## src/rtl/cnn_pkg.sv

```systemverilog
// Shared types and helpers for the convolution window scheduler and its address generator.
package cnn_pkg;

    localparam int DEF_DATA_WIDTH = 8;
    localparam int DEF_K          = 3;

    typedef enum logic [2:0] {
        IDLE,
        FETCH,
        MAC_WAIT,
        OUTPUT,
        FIN
    } state_t;

    // Row-major pixel address of tap (kr, kc) of the window whose top-left is (row, col).
    function automatic int unsigned win_addr(
        input int unsigned row,
        input int unsigned col,
        input int unsigned kr,
        input int unsigned kc,
        input int unsigned width
    );
        return (row + kr) * width + (col + kc);
    endfunction

endpackage

```

## src/rtl/conv_addr_gen.sv

```systemverilog
// Window position (row/col) and tap (kr/kc) counters plus the memory address adder.
module conv_addr_gen
    import cnn_pkg::*;
#(
    parameter int IMG_W      = 8,
    parameter int IMG_H      = 8,
    parameter int K          = DEF_K,
    parameter int ADDR_WIDTH = 6
) (
    input  logic                  clk,
    input  logic                  rst,
    input  logic                  clear,
    input  logic                  tap_step,
    input  logic                  win_step,
    output logic [7:0]            row,
    output logic [7:0]            col,
    output logic [7:0]            tap,
    output logic [ADDR_WIDTH-1:0] addr,
    output logic                  last_tap,
    output logic                  last_win
);

    localparam logic [7:0] KC_LAST  = 8'(K - 1);
    localparam logic [7:0] TAP_LAST = 8'(K * K - 1);
    localparam logic [7:0] ROW_LAST = 8'(IMG_H - K);
    localparam logic [7:0] COL_LAST = 8'(IMG_W - K);

    logic [7:0] kr;
    logic [7:0] kc;

    assign last_tap = (tap == TAP_LAST);
    assign last_win = (row == ROW_LAST) && (col == COL_LAST);
    assign addr     = ADDR_WIDTH'(win_addr(32'(row), 32'(col), 32'(kr), 32'(kc), 32'(IMG_W)));

    // The final window holds its position so the last result keeps reporting it.
    always_ff @(posedge clk or negedge rst) begin
        if (!rst) begin
            row <= '0;
            col <= '0;
            tap <= '0;
            kr  <= '0;
            kc  <= '0;
        end else if (clear) begin
            row <= '0;
            col <= '0;
            tap <= '0;
            kr  <= '0;
            kc  <= '0;
        end else begin
            if (tap_step) begin
                if (last_tap) begin
                    tap <= '0;
                    kr  <= '0;
                    kc  <= '0;
                end else begin
                    tap <= tap + 8'd1;
                    if (kc == KC_LAST) begin
                        kc <= '0;
                        kr <= kr + 8'd1;
                    end else begin
                        kc <= kc + 8'd1;
                    end
                end
            end
            if (win_step && !last_win) begin
                if (col == COL_LAST) begin
                    col <= '0;
                    row <= row + 8'd1;
                end else begin
                    col <= col + 8'd1;
                end
            end
        end
    end

endmodule

```

## src/rtl/conv_window_scheduler.sv

```systemverilog
// Walks a KxK window over the feature map, feeds the MAC and streams results out.
// Define CONV_SCHED_RELU_EN to zero results whose MSB is set when they are captured.
module conv_window_scheduler
    import cnn_pkg::*;
#(
    parameter int IMG_W      = 8,
    parameter int IMG_H      = 8,
    parameter int K          = DEF_K,
    parameter int DATA_WIDTH = DEF_DATA_WIDTH,
    parameter int ADDR_WIDTH = 6,
    parameter int MAC_LAT    = 1
) (
    input  logic                    clk,
    input  logic                    rst,
    input  logic                    start,
    output logic                    busy,
    output logic                    done,
    output logic                    mem_rd_en,
    output logic [ADDR_WIDTH-1:0]   mem_rd_addr,
    input  logic [DATA_WIDTH-1:0]   mem_rd_data,
    output logic [K*K*DATA_WIDTH-1:0] win_data,
    output logic                    win_valid,
    input  logic [DATA_WIDTH-1:0]   mac_result,
    output logic                    out_valid,
    input  logic                    out_ready,
    output logic [DATA_WIDTH-1:0]   out_data,
    output logic [7:0]              out_row,
    output logic [7:0]              out_col
);

    state_t                state;
    logic                  cap_valid;
    logic [7:0]            cap_idx;
    logic [7:0]            lat_cnt;
    logic [7:0]            row;
    logic [7:0]            col;
    logic [7:0]            tap;
    logic                  last_tap;
    logic                  last_win;
    logic                  clear;
    logic                  tap_step;
    logic                  win_step;
    logic [DATA_WIDTH-1:0] result_d;

    assign clear    = (state == IDLE) && start;
    assign tap_step = (state == FETCH) && mem_rd_en;
    assign win_step = (state == OUTPUT) && out_ready;

`ifdef CONV_SCHED_RELU_EN
    assign result_d = mac_result[DATA_WIDTH-1] ? '0 : mac_result;
`else
    assign result_d = mac_result;
`endif

    conv_addr_gen #(
        .IMG_W      (IMG_W),
        .IMG_H      (IMG_H),
        .K          (K),
        .ADDR_WIDTH (ADDR_WIDTH)
    ) u_addr_gen (
        .clk      (clk),
        .rst      (rst),
        .clear    (clear),
        .tap_step (tap_step),
        .win_step (win_step),
        .row      (row),
        .col      (col),
        .tap      (tap),
        .addr     (mem_rd_addr),
        .last_tap (last_tap),
        .last_win (last_win)
    );

    // Read data arrives one cycle after its strobe, so the tap index is delayed to match.
    always_ff @(posedge clk or negedge rst) begin
        if (!rst) begin
            state     <= IDLE;
            busy      <= 1'b0;
            done      <= 1'b0;
            mem_rd_en <= 1'b0;
            win_data  <= '0;
            win_valid <= 1'b0;
            out_valid <= 1'b0;
            out_data  <= '0;
            out_row   <= '0;
            out_col   <= '0;
            cap_valid <= 1'b0;
            cap_idx   <= '0;
            lat_cnt   <= '0;
        end else begin
            done      <= 1'b0;
            cap_valid <= tap_step;
            cap_idx   <= tap;
            for (int t = 0; t < K * K; t++) begin
                if (cap_valid && (cap_idx == 8'(t))) begin
                    win_data[t*DATA_WIDTH +: DATA_WIDTH] <= mem_rd_data;
                end
            end

            case (state)
                IDLE: begin
                    if (start) begin
                        state     <= FETCH;
                        busy      <= 1'b1;
                        mem_rd_en <= 1'b1;
                    end
                end
                FETCH: begin
                    if (mem_rd_en) begin
                        if (last_tap) begin
                            mem_rd_en <= 1'b0;
                        end
                    end else begin
                        state     <= MAC_WAIT;
                        win_valid <= 1'b1;
                        lat_cnt   <= '0;
                    end
                end
                MAC_WAIT: begin
                    if (lat_cnt == 8'(MAC_LAT - 1)) begin
                        out_data  <= result_d;
                        out_row   <= row;
                        out_col   <= col;
                        out_valid <= 1'b1;
                        win_valid <= 1'b0;
                        state     <= OUTPUT;
                    end else begin
                        lat_cnt <= lat_cnt + 8'd1;
                    end
                end
                OUTPUT: begin
                    if (out_ready) begin
                        out_valid <= 1'b0;
                        if (last_win) begin
                            state <= FIN;
                            done  <= 1'b1;
                            busy  <= 1'b0;
                        end else begin
                            state     <= FETCH;
                            mem_rd_en <= 1'b1;
                        end
                    end
                end
                FIN: begin
                    state <= IDLE;
                end
                default: begin
                    state <= IDLE;
                end
            endcase
        end
    end

endmodule
```

## config.mk

```make
export PLATFORM = sky130hd
export DESIGN_NAME = conv_window_scheduler
export DESIGN_NICKNAME = d
export VERILOG_FILES = /design/src/rtl/cnn_pkg.sv /design/src/rtl/conv_addr_gen.sv /design/src/rtl/conv_window_scheduler.sv
export SDC_FILE = /design/constraint.sdc
export NUM_CORES = 1
export LEC_CHECK = 0
export CORE_AREA = 5 5 121 123
export DETAILED_ROUTE_END_ITERATION = 10
export DIE_AREA = 0 0 126 128
export GPL_ROUTABILITY_DRIVEN = 1
export GPL_TIMING_DRIVEN = 0
export PLACE_DENSITY = 0.85
export SYNTH_ARGS = -nofsm -noshare
export SYNTH_HDL_FRONTEND = slang
export SYNTH_SLANG_ARGS = --single-unit
```

## constraint.sdc

```tcl
create_clock -name clk -period 3.9 [get_ports clk]
set_input_delay 0.78 -clock clk [delete_from_list [all_inputs] [get_ports clk]]
set_output_delay 0.78 -clock clk [all_outputs]
set_load 0.02 [all_outputs]
```

### After elaboration in Yosys (flattened, before gate mapping)

Cells that the tools add are included.

| operators by class | value |
|---|---|
| $add $sub $neg | 9 |
| equal/unequal tests | 22 |
| muxes and demuxes | 44 |
| reduce and logical (&&, ||, !) cells | 35 |

Operators with widths:

| operator | number |
|---|---|
| $mux 8 | 19 |
| $add 8x1->8 const B | 6 |
| $eq 8x3->1 const B | 6 |
| $eq 8x2->1 const B | 3 |
| $eq 8x4->1 const B | 2 |
| $logic_not 8->1 | 2 |
| $pmux 8 s2 | 1 |
| $mux 3 | 5 |
| $logic_and 1x1->1 | 14 |
| $mux 1 | 14 |
| $add 6x6->6 | 2 |
| $ne 2x2->1 const B | 6 |
| $pmux 3 s4 | 1 |
| $reduce_and 4->1 | 3 |
| $reduce_bool 2->1 | 6 |
| $reduce_and 3->1 | 3 |
| $eq 8x1->1 const B | 1 |
| $eq 3x2->1 const B | 2 |
| $pmux 1 s2 | 3 |
| $reduce_and 2->1 | 3 |
| $reduce_bool 3->1 | 2 |
| $add 3x3->3 | 1 |
| $eq 3x1->1 const B | 1 |
| $logic_not 3->1 | 1 |
| other kinds (3) | 3 |

| word-level totals | value |
|---|---|
| register bits after elaboration | 161 |
| input port bits | 20 |
| output and inout port bits | 107 |
| word-level logic and storage cells | 136 |

### Depth between registers and ports, before layout

Gate-level depths: netlist of the first run.

| depth | value |
|---|---|
| depth after elaboration | 6 |
| mapped depth | 8 |
| gate-level depth less buffers | 8 |

### Hierarchy

A second synthesis of the first run with hierarchy kept.

| second synthesis, totals | value |
|---|---|
| cell total of the unflattened synthesis | 548 |
| area, all modules | 6952.9 um^2 |

Modules (own cells, without submodules):

| module | instances | cells each | area each (um^2) |
|---|---|---|---|
| conv_window_scheduler | 1 | 312 | 4718.3 |
| conv_addr_gen | 1 | 236 | 2234.6 |

### Worst setup path after synthesis of the first run

No wires, ideal clock.

| path | value |
|---|---|
| path type | register to output |
| start point | reg u_addr_gen.row[0] |
| end point | out mem_rd_addr[5] |
| data arrival time | 2.397 ns |
| data required time | 3.120 ns |
| path slack | 0.723 ns |
| stages on the path, launching flop included | 9 |
| path through | dfrtp_1 ha_1 fa_1 inv_1 fa_1 inv_1 ha_1 a21oi_1 xnor2_1 |

| on the way | value |
|---|---|
| longest elaborated chain between the ends | 2 |

RTL lines:

| element | RTL line | RTL |
|---|---|---|
| start: declaration | conv_addr_gen.sv:15 | `output logic [7:0] row,` |
| start signal: assignment | conv_addr_gen.sv:68 | `row <= row + 8'd1;` |
| $add 3x3->3 | cnn_pkg.sv:23 | `return (row + kr) * width + (col + kc);` |
| $add 6x6->6 | cnn_pkg.sv:23 |  |
| end: declaration | conv_window_scheduler.sv:19 | `output logic [ADDR_WIDTH-1:0] mem_rd_addr,` |

No other way between the ends.

### Worst setup path in the final report of the first run

Ends and elaborated chain as after synthesis.

==> summary.txt, run 1 <==
Layout
  – # diodes: 0
  – Core Util, Final: 66.66%
  – Register area: 3905 sq um
  – Area Growth Syn to Fin: 29.28%
  – Layout cells sized above 1: 20.22%
  – Fin nets: 752
  – # fillers: 966
  – Post-Layout Cell Count: 902
  – Area occupied by multi-input gates: 2873 sq um

Yosys
  – Synthesized area per cell: 12.42 sq um
  – Number of synthesized flops with an enable pin: 0
  – Post-Syn Area: 6990 sq um
  – Ys Warns: 0
  – Seq/Total Area, Yosys: 55.84%
  – Yosys reg bits: 156
  – Post-synth top cells: dfrtp_1, mux2_2, nand2_1, inv_1, nor2_1
  – Synth Instances: 563
  – Async set-or-reset flop fraction in the synthesized netlist: 100.0%
  – Cell taking the most area after synthesis: dfrtp_1
  – Synth area leaders: dfrtp_1, mux2_2, ha_1
  – Synth Net Count: 606
  – Top-count cell post-synth: dfrtp_1
  – Distinct cells, synth: 57
  – Yosys top cell area share: 55.84%
  – Ys flop type: dfrtp_1

Drt
  – Via density: 5.652
  – Remaining DRCs: 0
  – Routed via count: 5098
  – Routed WL: 16430 um
  – WL/cell: 18.21 um
  – Detail Route Antenna Nets: 0
  – Detailed router's first-iteration violation count: 294
  – DRT Pass-1 Iters: 6

Setup path
  – Worst path max stage delay: 490 ps
  – Worst r2r src: lat_cnt[0]$_DFFE_PN0P_
  – Setup CP Type: flop to output port
  – RR Endpoint: out_row[2]$_DFFE_PN0P_
  – Reg2Reg Setup Slack: 1400 ps
  – Crit Path Max Fanout: 6
  – Worst Path Buf+Inv: 3
  – Crit. End Element: output port
  – Crit path cell chain: ha_1 > fa_1 > inv_1 > fa_1 > inv_1 > ha_1 > a21oi_1 > xnor2_1 > buf_4
  – Slowest library cell on the worst path: fa_1
  – Worst endpoint required time: 3120 ps
  – R2R cell count: 6
  – Worst Path Arrival: 2970 ps
  – Crit. path cell count: 9
  – Startpoint class of the critical path: flop
  – Cell family with most CP delay: adder cells

Clock tree
  – Clock slew at reported path FFs: 60 ps
  – Clock sink count: 156
  – Total CTS buffers: 17
  – Clock Path Buffers: 2
  – CTS Hold Bufs: 0
  – Worst skew pair latency: 430 ps
  – CTS tree: yes
  – Buffers inserted by post-CTS timing repair: 0
  – H-tree level count: 4
  – CTS root buf: clkbuf_16

Die
  – # IOs: 127
  – Die ar.: 16130 sq um
  – Number of placement rows: 43
  – Core area: 13560 sq um
  – Die width: 126 um
  – Starting Density: 51.56%
  – Die Span Y: 128 um

STA
  – Actual slew at the worst max-slew pin: 1068 ps
  – Worst Skew: 9.152 ps
  – Final setup fails: 0
  – Min cycle time layout: 3754 ps
  – Endpoints failing hold: 0
  – Achievable Freq: 266.4 MHz
  – Final critical-path setup slack: 146.4 ps
  – Slew HR: 28.28%
  – Max Slew Vio Count: 0
  – Final worst path period share: 96.25%
  – RSZ-0062 raised after global routing: no

GRT
  – Total GRT Usage: 21.15%
  – First-pass GRT wire length: 27280 um
  – Vias in the first global route: 5358
  – Overflow left after global routing: 0
  – Pin count of the biggest net entering global routing: 101
  – Initial antenna violation count: 0

Power
  – VDD IR max: 348.0 uV
  – Tot Pwr: 0.006902 W
  – Pwr Density: 763.7 nW/um^2
  – Pleak: 3.988 nW

Outcome
  – Status: completed

Placed design
  – Placed Cells: 870
  – Dpl hpwl: 11630 um
  – Setup WS pre-CTS: 89.37 ps
  – Final Wtd Congestion: 0.8440
  – Number of port buffers: 126

Run
  – Max Cap Violations: 0

Worst hold path
  – Hold crit path type: input pin to async pin
==> placed cells by master, fill, tap and decap left out, drive strengths merged, types with 3 or more instances in the layout <==
master,instances
buf,6
mux2,92
clkbuf,34
nor2,28
nand4,6
clkdlybuf4s50,123
nand2,32
and3,3
or3,8
a2111oi,5
xor2,3
xnor2,20
o21ai,20
clkinv,6
nor3,8
and2,3
nor4b,5
dfrtp,156
or4,3
inv,34
nand3b,3
or2,4
a22o,5
mux2i,5
nor4,10
fa,4
a21o,7
nand4b,3
nand3,19
ha,19
a21oi,17
clkinvlp,3
==> routing by layer <==
metal | part of all wire [%] | vias to the layer above | routed length, um | GRT usage (%)
met5 | 0 | - | 0 | 0
met4 | 1.8 | 0 | 302 | 7.886
met3 | 6.1 | 28 | 998 | 5.625
met2 | 52 | 165 | 8477 | 37.28
met1 | 40 | 2602 | 6646 | 24.92
li1 | - | 2303 | - | -
==> worst max path at each step <==
stage / startpoint / end / slack [ps]
2_1_floorplan: u_addr_gen.row[0]$_DFFE_PN0P_ / mem_rd_addr[5] / 720
3_3_place_gp: rst / u_addr_gen.kr[0]$_DFFE_PN0P_ / -3800
3_5_place_dp: u_addr_gen.row[0]$_DFFE_PN0P_ / mem_rd_addr[5] / 90
4_1_cts: u_addr_gen.row[0]$_DFFE_PN0P_ / mem_rd_addr[5] / 3
5_1_grt: u_addr_gen.row[0]$_DFFE_PN0P_ / mem_rd_addr[5] / 2
6_report: u_addr_gen.row[0]$_DFFE_PN0P_ / mem_rd_addr[5] / 150
==> kinds of logic (layout without fill, tap and decap cells) <==
logic type / count (synthesis) / count (layout) / share of synthesized area (%)
flops: 156 / 156 / 55.84
simple gates: 146 / 146 / 11.49
mux: 97 / 97 / 15.54
compound gates: 70 / 70 / 6.640
buf+inv: 48 / 207 / 3.061
fa+ha+maj: 23 / 23 / 4.546
xor+xnor: 23 / 23 / 2.882
==> cell type report <==
type,count,area share (%)
timing repair buffer,127,14.19
sequential,156,43.21
clock inverter,15,1.246
multi-input combinational,359,31.79
clock buffer,17,4.707
tap,180,2.492
inverter,28,1.163
buffer,20,1.204
==> registers in the layout (all words and copies together), names as in the netlist, 3 cells and up <==
| name | count |
|---|---|
| out_data | 8 |
| win_data | 72 |
| lat_cnt | 8 |
| u_addr_gen.tap | 8 |
| u_addr_gen.kr | 3 |
| u_addr_gen.kc | 8 |
| out_row | 8 |
| state | 3 |
| u_addr_gen.col | 8 |
| out_col | 8 |
| u_addr_gen.row | 8 |
| cap_idx | 8 |
==> timing repair <==
action | CTS | global route
hold endpoints to repair | 0 | 0
gates resized for setup | 5 | 4
endpoints found under the setup margin | 2 | 2
==> power breakdown <==
group | switching, W | total [W] | internal (W)
registers | 0.000351 | 0.00249 | 0.00214
clock network | 0.000689 | 0.00151 | 0.000820
logic | 0.00147 | 0.00290 | 0.00143
total | 0.00251 | 0.00690 | 0.00439
==> metrics by stage <==
step | area [sq um] | hold WS (ps) | TNS (ps)
2_1_floorplan | 6990 | 394.1 | 0
3_3_place_gp | 8477 | 414.6 | -592620
3_5_place_dp | 8506 | 433.0 | 0
4_1_cts | 9045 | 312.8 | 0
5_1_grt | 9037 | 338.9 | 0
6_report | 9037 | 306.1 | 0
No activity file was read; power rests on OpenSTA's default activity.
==> run 2: changes to the inputs <==
Settings changed: CORE_AREA 5 5 121 123 to 5 5 159 161, DIE_AREA 0 0 126 128 to 0 0 164 166, GPL_TIMING_DRIVEN 0 to unset, PLACE_DENSITY 0.85 to 0.55.
==> summary.txt, run 2 (synthesized netlist as in run 1, its figures left out) <==
Outcome
  – Status: completed (unchanged)

Drt
  – WL/cell: 16.71 um (was 18.21 um)
  – Routed WL: 17240 um (was 16430 um)
  – Via density: 4.761 (was 5.652)
  – Routed via count: 4913 (was 5098)
  – DRT Pass-1 Iters: 4 (was 6)
  – Detail Route Antenna Nets: 0 (unchanged)
  – Detailed router's first-iteration violation count: 267 (was 294)
  – Remaining DRCs: 0 (unchanged)

GRT
  – Initial antenna violation count: 0 (unchanged)
  – Pin count of the biggest net entering global routing: 108 (was 101)
  – Overflow left after global routing: 0 (unchanged)
  – Total GRT Usage: 12.94% (was 21.15%)
  – First-pass GRT wire length: 28140 um (was 27280 um)
  – Vias in the first global route: 5113 (was 5358)

Clock tree
  – Clock slew at reported path FFs: 60 ps (about the same)
  – CTS root buf: clkbuf_16 (unchanged)
  – Clock Path Buffers: 2 (unchanged)
  – Clock sink count: 156 (unchanged)
  – CTS Hold Bufs: 0 (unchanged)
  – Total CTS buffers: 17 (unchanged)
  – Buffers inserted by post-CTS timing repair: 0 (unchanged)
  – Worst skew pair latency: 430 ps (about the same)
  – CTS tree: yes (unchanged)
  – H-tree level count: 4 (unchanged)

Die
  – Die Span Y: 166 um (was 128 um)
  – Core area: 23820 sq um (was 13560 sq um)
  – Die ar.: 27220 sq um (was 16130 sq um)
  – # IOs: 127 (unchanged)
  – Number of placement rows: 57 (was 43)
  – Die width: 164 um (was 126 um)
  – Starting Density: 29.35% (was 51.56%)

STA
  – Setup TNS: 0 ps (unchanged)
  – Endpoints failing hold: 0 (unchanged)
  – Min cycle time layout: 3727 ps (was 3754 ps)
  – Final hold slack: 455.8 ps (was 306.1 ps)
  – Final worst path period share: 95.58% (was 96.25%)
  – Worst Skew: 11.48 ps (was 9.152 ps)
  – Slew HR: 29.15% (was 28.28%)
  – Max Slew Vio Count: 0 (unchanged)
  – RSZ-0062 raised after global routing: no (unchanged)
  – Final setup fails: 0 (unchanged)
  – Actual slew at the worst max-slew pin: 1055 ps (was 1068 ps)
  – Achievable Freq: 268.3 MHz (was 266.4 MHz)

Power
  – Sequential Power Share: 35.9% (was 36.0%)
  – Part of the power in combinational logic: 40.7% (was 42.1%)
  – Sw Ratio: 36.44% (was 36.43%)
  – Net Switching: 0.002548 W (was 0.002514 W)
  – VDD IR max: 292.7 uV (was 348.0 uV)
  – Pleak: 3.990 nW (was 3.988 nW)
  – Power share of the clock group: 23.4% (was 21.9%)
  – Pwr Density: 760.4 nW/um^2 (was 763.7 nW/um^2)
  – Cell internal pwr: 0.004445 W (was 0.004388 W)

Setup path
  – Crit. End Element: output port (unchanged)
  – Worst Path Arrival: 2950 ps (was 2970 ps)
  – Startpoint class of the critical path: flop (unchanged)
  – Worst endpoint required time: 3120 ps (about the same)
  – Setup CP Type: flop to output port (unchanged)
  – Crit Path Max Fanout: 3 (was 6)

Layout
  – Area Growth Syn to Fin: 31.56% (was 29.28%)
  – Commonest non-fill, non-tap cell in the layout: dfrtp_1 (unchanged)
  – # diodes: 0 (unchanged)
  – Reg with most FFs: win_data (unchanged)
  – Fin nets: 738 (was 752)
  – Layout cells sized above 1: 20.48% (was 20.22%)
  – Largest register FFs: 72 (unchanged)
  – Most frequent cells in the layout: dfrtp_1, clkdlybuf4s50_1, mux2_2 (unchanged)

Worst hold path
  – Hold crit path type: flop to flop (was input pin to async pin)

Placed design
  – Final Wtd Congestion: 0.8043 (was 0.8440)
  – Number of port buffers: 126 (unchanged)
  – Dpl hpwl: 12490 um (was 11630 um)

Run
  – Max Cap Violations: 0 (unchanged)
[run 2: power groups by stage]
stage / sequential [W] / combinational (W) / clock [W]
2_1_floorplan: 0.00296 / 0.00113 / 0
3_3_place_gp: 0.00252 / 0.00282 / 0
3_5_place_dp: 0.00255 / 0.00288 / 0
4_1_cts: 0.00252 / 0.00288 / 0.00168
5_1_grt: 0.00259 / 0.00306 / 0.00174
6_report: 0.00251 / 0.00284 / 0.00164
[run 2: layout make-up]
cell class                 count  area (sq um)
clock buffer                  17         425.4
clock inverter                15         155.1
fill                        2310         14620
inverter                      28         105.1
multi-input combinational    359          2879
sequential                   156          3904
tap                          324         405.4
timing repair buffer         133          1323
[run 2: final timing paths]
| path | slack [ps] | cells after the start | startpoint | to |
|---|---|---|---|---|
| min in group asynchronous | 470 | 1 | rst | win_data[42]$_DFFE_PN0P_ |
| min | 460 | 0 | u_addr_gen.tap[7]$_DFFE_PN0P_ | cap_idx[7]$_DFF_PN0_ |
| min reg2reg | 460 | 0 | u_addr_gen.tap[7]$_DFFE_PN0P_ | cap_idx[7]$_DFF_PN0_ |
| max | 170 | 8 | u_addr_gen.kr[0]$_DFFE_PN0P_ | mem_rd_addr[4] |
| max reg2reg | 1570 | 4 | state[2]$_DFFE_PN0P_ | u_addr_gen.kr[0]$_DFFE_PN0P_ |
| max in group asynchronous | 2590 | 2 | rst | u_addr_gen.kc[3]$_DFFE_PN0P_ |
[run 2: timing repair]
action	4_1_cts	5_1_grt
pin swaps	0	0
setup endpoints to repair	2	2
resized for setup	2	3
[run 2: per-stage QoR]
stage                     worst slack [ps]  area [sq um]  std cells  power (W)  utilization, %
after floorplan                      722.6          6990        563   0.004089               -
after global placement               237.0          8621       1000   0.005336           36.19
after detailed placement             200.4          8621       1000   0.005422           36.19
after CTS                            10.95          9199       1032   0.007075           38.62
after global routing                 3.229          9196       1032   0.007394           38.61
final                                172.6          9196       1032   0.006993           38.61
[run 2: critical path, stage by stage, from the launching register on]
cell             delay (ps)
dfrtp_1                 410
ha_1                    210
fa_1                    480
inv_1                    50
fa_1                    480
inv_1                    50
ha_1                    310
xnor2_1                 210
clkdlybuf4s15_1         340
[run 2: per-layer routing]
layer	part of all wire (%)	track usage, %	up-vias
met3	5.5	3.475	14
met2	47	20.37	144
li1	-	-	2273
met5	0	0	-
met1	47	17.75	2482
met4	0.93	3.319	0
